[src/rtl/pc_sequencer.sv]
// pc_sequencer: PC register with sequential/jump/branch/trap selection, stall hold, pending redirect and misalign fault
module pc_sequencer #(
   parameter int              XLEN         = 32,
   parameter logic [XLEN-1:0] RESET_VECTOR = '0,
   parameter int              STEP         = 4,
   parameter int              ALIGN_BITS   = 2
) (
   input  logic            clk,
   input  logic            rst_n,
   input  logic [1:0]      pc_src,
   input  logic [XLEN-1:0] j_addr,
   input  logic [XLEN-1:0] b_addr,
   input  logic [XLEN-1:0] trap_addr,
   input  logic            stall,
   output logic [XLEN-1:0] pc,
   output logic [XLEN-1:0] pc_plus_step,
   output logic            redirect_taken,
   output logic            misalign_fault,
   output logic [XLEN-1:0] fault_addr
);
   localparam logic [XLEN-1:0] ALIGN_MASK = {XLEN{1'b1}} >> (XLEN - ALIGN_BITS);
   localparam logic [XLEN-1:0] STEP_V     = XLEN'(STEP);

   logic [XLEN-1:0] pc_q, pc_d, pend_addr_q, pend_addr_d, fault_addr_q, fault_addr_d, target;
   logic            pend_valid_q, pend_valid_d, pend_trap_q, pend_trap_d;
   logic            redir_q, redir_d, fault_q, fault_d;
   logic            is_trap, is_jb, misaligned, valid_redir;

   assign pc_plus_step   = pc_q + STEP_V;
   assign pc             = pc_q;
   assign redirect_taken = redir_q;
   assign misalign_fault = fault_q;
   assign fault_addr     = fault_addr_q;

   // Target selection, redirect qualification and next-state for PC and pending latch
   always_comb begin
      is_trap      = pc_src == 2'b11;
      is_jb        = pc_src[1] ^ pc_src[0];
      target       = pc_src == 2'b01 ? j_addr :
                     pc_src == 2'b10 ? b_addr :
                     is_trap         ? (trap_addr & ~ALIGN_MASK) : pc_plus_step;
      misaligned   = is_jb && ((target & ALIGN_MASK) != '0);
      valid_redir  = is_trap || (is_jb && !misaligned);
      pc_d         = pc_q;
      pend_valid_d = pend_valid_q;
      pend_addr_d  = pend_addr_q;
      pend_trap_d  = pend_trap_q;
      redir_d      = 1'b0;
      fault_d      = misaligned;
      fault_addr_d = misaligned ? target : fault_addr_q;
      if (!stall) begin
         pc_d         = valid_redir ? target : pend_valid_q ? pend_addr_q : pc_plus_step;
         redir_d      = valid_redir || pend_valid_q;
         pend_valid_d = 1'b0;
         pend_trap_d  = 1'b0;
      end else if (valid_redir && (is_trap || !(pend_valid_q && pend_trap_q))) begin
         pend_valid_d = 1'b1;
         pend_addr_d  = target;
         pend_trap_d  = is_trap;
      end
   end

   // State register with asynchronous reset
   always_ff @(posedge clk or negedge rst_n) begin
      if (!rst_n) begin
         pc_q         <= RESET_VECTOR;
         pend_valid_q <= 1'b0;
         pend_addr_q  <= '0;
         pend_trap_q  <= 1'b0;
         redir_q      <= 1'b0;
         fault_q      <= 1'b0;
         fault_addr_q <= '0;
      end else begin
         pc_q         <= pc_d;
         pend_valid_q <= pend_valid_d;
         pend_addr_q  <= pend_addr_d;
         pend_trap_q  <= pend_trap_d;
         redir_q      <= redir_d;
         fault_q      <= fault_d;
         fault_addr_q <= fault_addr_d;
      end
   end
endmodule

[config.mk]
export PLATFORM = sky130hd
export DESIGN_NAME = pc_sequencer
export DESIGN_NICKNAME = d
export VERILOG_FILES = /design/src/rtl/pc_sequencer.sv
export SDC_FILE = /design/constraint.sdc
export NUM_CORES = 1
export LEC_CHECK = 0
export CAP_MARGIN = 10
export CORE_ASPECT_RATIO = 0.9
export CORE_MARGIN = 2
export CORE_UTILIZATION = 40
export DETAILED_ROUTE_END_ITERATION = 7
export PLACE_DENSITY = 0.7
export SYNTH_ARGS = -nofsm -noshare
export SYNTH_HDL_FRONTEND = slang
export SYNTH_SLANG_ARGS = --single-unit
[constraint.sdc]
create_clock -name clk -period 2.82 [get_ports clk]
set_input_delay 0.282 -clock clk [delete_from_list [all_inputs] [get_ports clk]]
set_output_delay 0.282 -clock clk [all_outputs]
set_load 0.02 [all_outputs]
==> flow_summary.toml, run 1 <==
[run_status]
status = "finished, final reports clean"

[finish]
area_growth_pct = 44.9
num_antenna_cells = 0
drive_gt1_share_pct = 13.1
nets = 1003
final_cells = 1101
fill_cells = 1275

[critical_path]
criticalPathCategory = "flop to primary output"
ff2ff_setup_slack_ns = 0.56
critPathRequiredTime_ns = 2.54
r2r_start = "pc[2]"
crit_fanout = 10
crit_path_start_kind = "flop"
crit_path_end_kind = "primary output"
r2r-end = "pend_addr_q[23]"
crit_arrival_ns = 2.43
rr_worst_depth = 8

[clock_network]
cts-root-buf = "clkbuf_16"
cts_buffer_depth = 2
clk_latency_ns = 0.36
cts_tree = "yes"
htree_levels = 3
cts_buffers = 9
cts_num_sinks = 100
clk_pin_slew_ns = 0.07

[global_route]
grt_pass1_vias = 6642
grt_pass1_wl_um = 35100
gr-usage-all-layers_pct = 28.0
antenna_found_initial = 0
grt_start_max_net_pins = 56
overflow = 0

[place]
place_inst = 1083
place_congestion = 0.857
post-dp-hpwl_um = 16000
portBuffers = 196
pre_cts_slack_ns = -0.0257

[synth]
synth_edf_count = 0
ys_warn_count = 0
yosysSeqAreaShare_pct = 41.1
synth_seq_cells = 100
synth_area_um2 = 6090
syn_avg_cell_area_um2 = 8.82
synth_cell_types = 71
syn-num-nets = 795
synthFlopType = "dfrtp_1"
async_flop_share_pct = 100
synthCells = 690

[route]
drtPass1Iterations = 4
routed_wl_um = 22000
drt_iter0_drc = 535
drtAntennaViolNets = 0
via_count = 6332
avgRoutedWirePerCell_um = 20.0
vias_per_cell = 5.75
drc_errors = 0

[power_and_ir_drop]
power_density_nw_per_um2 = 828
ir_worst_vdd_v = 0.000458
p_leak_nw = 3.73

[die]
core_area_um2 = 14800
rows = 42
ioPinCount = 199
start_util_pct = 41.1
die_w_um = 134
die_area_um2 = 16200
chipHeight_um = 121

[sta]
fin_crit_ns = 2.71
clock_skew_ns = 0.00692
worst_slew_pin_slew_ns = 0.758
timing.fmax_ghz = 0.369
final-setup-viol-count = 0
rsz0062_at_grt = "false"
slew_viol_final = 0
finalHoldViolations = 0
setup_ws_ns = 0.107
relSlewSlack_pct = 49.5
fin_crit_sh_pct = 96.2

[job]
cap_viol_max_count = 0

[worst_hold_path]
hold_class = "input port to async pin"
## how the worst max path moves through the flow
stage	cells past startpoint	endpoint	from
finish	6	pc_plus_step[15]	pc[2]
CTS	5	pc_plus_step[31]	pc[8]
global route	6	pc_plus_step[21]	pc[2]
floorplan	8	pc[22]	pc[2]
global placement	11	pend_addr_q[22]	pc_src[0]
detailed placement	11	pend_addr_q[30]	pc_src[0]
## final cells by class
| type | count | area [um2] | area share (%) |
|---|---|---|---|
| Tap cell | 198 | 248 | 2.81 |
| Multi-Input combinational cell | 516 | 3240 | 36.8 |
| Clock buffer | 12 | 256 | 2.91 |
| Inverter | 19 | 71.3 | 0.808 |
| Sequential cell | 100 | 2500 | 28.4 |
| Timing Repair Buffer | 252 | 2410 | 27.3 |
| Clock inverter | 4 | 95.1 | 1.08 |
## power by group
group / internal [mW] / switching [mW]
combinational: 1.61 / 1.97
clock: 0.915 / 0.557
sequential: 1.91 / 0.349
total: 4.43 / 2.87
## cells in the mapped netlist (3+ instances only)
library cell	number	area share, %
o21a_1	3	0.37
or3_1	3	0.31
nor3_2	5	0.82
o221ai_1	17	2.4
xor2_1	12	1.7
a32oi_1	3	0.43
a221o_1	7	1.2
mux2i_1	11	1.8
nor2b_1	3	0.31
o21ai_1	7	0.58
a221oi_1	4	0.58
nor3_1	15	1.2
buf_6	4	0.74
a22oi_1	7	0.86
buf_2	7	0.58
and3_1	4	0.41
nand4_1	6	0.62
o22ai_1	19	2.0
clkbuf_8	5	1.1
ha_1	4	0.82
a22o_1	3	0.43
mux2_2	11	2.0
and4_1	3	0.43
nor2_1	28	1.7
nand2_1	135	8.3
o21ai_0	87	7.2
o211ai_1	24	3.0
nand3_1	10	0.82
xnor2_1	11	1.6
clkbuf_1	29	1.8
a21oi_1	17	1.4
nor4_4	3	1.0
dfrtp_1	100	41
nor4_1	4	0.41
o22a_1	3	0.43
inv_1	16	0.99
buf_4	4	0.49
nand2b_1	11	1.1
buf_1	4	0.25
## worst max-delay path, cell delays in order, from the launching register on
cell,delay [ns]
dfrtp_1,0.36
buf_4,0.16
and3_2,0.28
nand3_4,0.20
nor2_1,0.26
xnor2_2,0.17
clkdlybuf4s50_1,0.65
## what timing repair did
| item | in CTS | in global routing |
|---|---|---|
| setup buffers | 1 | 0 |
| resized for setup | 18 | 4 |
| hold buffers | 1 | 0 |
| pin swaps | 1 | 1 |
| setup endpoints to repair | 17 | 4 |
| hold endpoints to repair | 45 | 0 |
| cloned | 0 | 0 |
## cell usage in the layout (no fill, tap or decap), types with 4 or more instances in the layout
cell type / instances
a21oi_1: 17
dlygate4sd2_1: 13
mux2i_1: 11
nor4_1: 4
o221ai_1: 17
o211ai_1: 24
xor2_1: 12
inv_1: 16
nand2_1: 135
o21ai_1: 6
nand2b_1: 11
nor3_1: 15
nand3_1: 10
xnor2_1: 10
o22ai_1: 19
a221oi_1: 4
nor2_1: 28
mux2_2: 11
a22oi_1: 7
nand4_1: 6
o21ai_0: 86
dfrtp_1: 99
nor3_2: 5
clkbuf_16: 9
buf_4: 53
ha_1: 4
a221o_1: 7
clkdlybuf4s50_1: 178
## cells by family (layout without fill, tap and decap cells)
family | count (synthesis) | after routing | share of synthesized area (%)
buffers and inverters | 74 | 287 | 6.39
AOI/OAI and AO/OA | 220 | 220 | 23.8
muxes | 22 | 22 | 3.84
adders and majority gates | 4 | 4 | 0.822
and+or+nand+nor | 245 | 245 | 20.2
xor gates and xnor gates | 25 | 25 | 3.84
DFF | 100 | 100 | 41.1
## through the flow
step / utilization (%) / hold slack [ns] / instance area, um2 / power (mW) / setup TNS [ns]
floorplan: - / -0.0136 / 6090 / 4.06 / 0
global placement: 57.0 / 0.336 / 8450 / 5.77 / 0
detailed placement: 57.0 / 0.338 / 8450 / 5.86 / -0.0999
CTS: 59.4 / 0.481 / 8810 / 7.31 / 0
global route: 59.5 / 0.510 / 8820 / 7.70 / 0
finish: 59.5 / 0.477 / 8820 / 7.31 / 0
## sequential cells by signal (all words and copies together), names as in the netlist
signal / count
redirect_taken: 1
pc: 32
fault_addr: 32
pend_addr_q: 32
pend_valid_q: 1
pend_trap_q: 1
misalign_fault: 1
## per-layer routing
layer,GRT usage (%),up-vias,wire length (um)
met4,10.9,0,591
met2,45.6,317,10500
met1,37.0,3060,9160
met3,5.39,43,1790
met5,0,-,0
li1,-,2912,-
No activity file was read; power rests on OpenSTA's default activity.
==> inputs of run 2 (changes only) <==
==> config.mk (replaced) <==
export PLATFORM = sky130hd
export DESIGN_NAME = pc_sequencer
export DESIGN_NICKNAME = d
export VERILOG_FILES = /design/src/rtl/pc_sequencer.sv
export SDC_FILE = /design/constraint.sdc
export NUM_CORES = 1
export LEC_CHECK = 0
export CAP_MARGIN = 40
export CELL_PAD_IN_SITES_DETAIL_PLACEMENT = 1
export CELL_PAD_IN_SITES_GLOBAL_PLACEMENT = 2
export CORE_ASPECT_RATIO = 0.9
export CORE_MARGIN = 8
export CORE_UTILIZATION = 27
export DETAILED_ROUTE_END_ITERATION = 7
export PLACE_DENSITY = 0.8
export SYNTH_ARGS = -nofsm -noshare
export SYNTH_HDL_FRONTEND = slang
export SYNTH_SLANG_ARGS = --single-unit
==> flow_summary.toml, run 2 (synthesized netlist as in run 1, its figures left out) <==
[power_and_ir_drop]
p_leak_nw = 3.82
p_int_mw = 4.30
power_density_nw_per_um2 = 801
clkPwrFrac_pct = 18.3
swShare_pct = 40.8
ir_worst_vdd_v = 0.000364
combPwrFrac_pct = 50.7
p_seq_share_pct = 31.0
report.power.total_mw = 7.25
switchingPower_mw = 2.96

[finish]
area_growth_pct = 48.7
mostFrequentLayoutCell = "clkdlybuf4s50_1"
final_cell_mix = "clkdlybuf4s50_1 (176), nand2_1 (135), dfrtp_1 (99), o21ai_0 (86), buf_4 (67)"
fill_cells = 2599
num_antenna_cells = 0
final_cells = 1216
nets = 1019
drive_gt1_share_pct = 14.6
regArea_um2 = 2500
multi_input_area_um2 = 3250

[route]
vias_per_cell = 5.03
via_count = 6120
avgRoutedWirePerCell_um = 21.1
drt_iter0_drc = 398
drtAntennaViolNets = 0
drtPass1Iterations = 4
drc_errors = 0
routed_wl_um = 25700

[place]
pre_cts_slack_ns = -0.133
place_congestion = 0.770
place_inst = 1198
post-dp-hpwl_um = 20000
portBuffers = 196

[sta]
final-setup-viol-count = 0
finalSetupTns_ns = 0
slew_viol_final = 0
fin_crit_ns = 2.70
setup_ws_ns = 0.118
fin_crit_sh_pct = 95.8
timing.fmax_ghz = 0.370
finalHoldViolations = 0
clock_skew_ns = 0.0145
rsz0062_at_grt = "false"
relSlewSlack_pct = 56.8
holdWs_ns = 0.344
worst_slew_pin_slew_ns = 0.647

[die]
die_w_um = 174
rows = 52
core_area_um2 = 22300
die_area_um2 = 27600
ioPinCount = 199
start_util_pct = 27.3
chipHeight_um = 158

[critical_path]
r2r_start = "pc[2]"
crit_fanout = 3
crit_arrival_ns = 2.42
r2r-end = "pc[18]"
criticalPathCategory = "flop to primary output"
crit_path_end_kind = "primary output"
ff2ff_setup_slack_ns = 0.42
critPathRequiredTime_ns = 2.54
rr_worst_depth = 9
crit_path_start_kind = "flop"

[global_route]
grt_start_max_net_pins = 54
overflow = 0
grt_pass1_wl_um = 39800
grt_pass1_vias = 6648
gr-usage-all-layers_pct = 18.6
antenna_found_initial = 0

[clock_network]
htree_levels = 3
cts_buffer_depth = 2
cts_num_sinks = 100
clk_latency_ns = 0.36
cts-root-buf = "clkbuf_16"
cts_buffers = 9
clk_pin_slew_ns = 0.07
cts_tree = "yes"

[run_status]
status = "finished, final reports clean"

[job]
cap_viol_max_count = 0

[worst_hold_path]
hold_class = "input port to async pin"
-- run 2: cell count changes in the layout (fill, tap and decap cells not counted), moves of 2 or more --
| cell | change |
|---|---|
| clkdlybuf4s50_1 | -2 |
| buf_4 | +14 |
| dlygate4sd2_1 | +2 |
| clkinv_4 | +2 |
| bufinv_16 | -2 |
| buf_12 | +2 |
-- run 2: repair_timing --
item,in CTS,in global routing
endpoints found under the hold margin,10,0
gates cloned,0,0
resized for setup,18,4
setup buffers,1,0
pin swaps,1,0
hold buffers,1,0
endpoints found under the setup margin,15,4
-- run 2: power by group through the flow --
stage               logic [mW]  clock network (mW)  registers, mW
global route              3.97                1.41           2.32
floorplan                 1.39                   0           2.67
finish                    3.68                1.32           2.25
detailed placement        3.76                   0           2.27
CTS                       3.73                1.36           2.25
global placement          3.72                   0           2.25
-- run 2: metrics by stage --
stage,util [%],instance area [um2]
global route,40.6,9050
floorplan,-,6090
CTS,40.5,9040
finish,40.6,9050
global placement,39.1,8720
detailed placement,39.1,8720
-- run 2: layer usage --
metal,up-vias,global-route usage [%],part of all wire (%)
met2,142,31.4,48
met4,0,4.47,1.3
met1,3017,23.9,46
met5,-,0,0
met3,16,4.17,5.1
li1,2945,-,-
-- run 2: critical path, cell delays in order, from the launching register on --
cell             delay [ns]
dfrtp_1                0.36
ha_1                   0.17
buf_4                  0.13
nand4_1                0.17
nor3_1                 0.23
xor2_1                 0.32
clkdlybuf4s50_1        0.67
-- run 2: cell type report --
cell class	count	area share, %
Clock inverter	5	0.663
Clock buffer	11	2.79
Timing Repair Buffer	268	28.2
Tap cell	297	4.10
Inverter	19	0.788
Multi-Input combinational cell	516	35.8
Sequential cell	100	27.7
-- run 2: worst max path at each step --
stage,from,endpoint,slack [ns],cells after the start
after floorplan,pc[2],pc[22],0.42,8
after global placement,pc_src[0],pc[20],-0.04,10
after detailed placement,pc_src[1],pend_addr_q[20],-0.13,9
after CTS,pc[2],pc_plus_step[18],0.05,7
after global routing,pc[2],pc_plus_step[12],0.002,6
final,pc[2],pc_plus_step[12],0.12,6
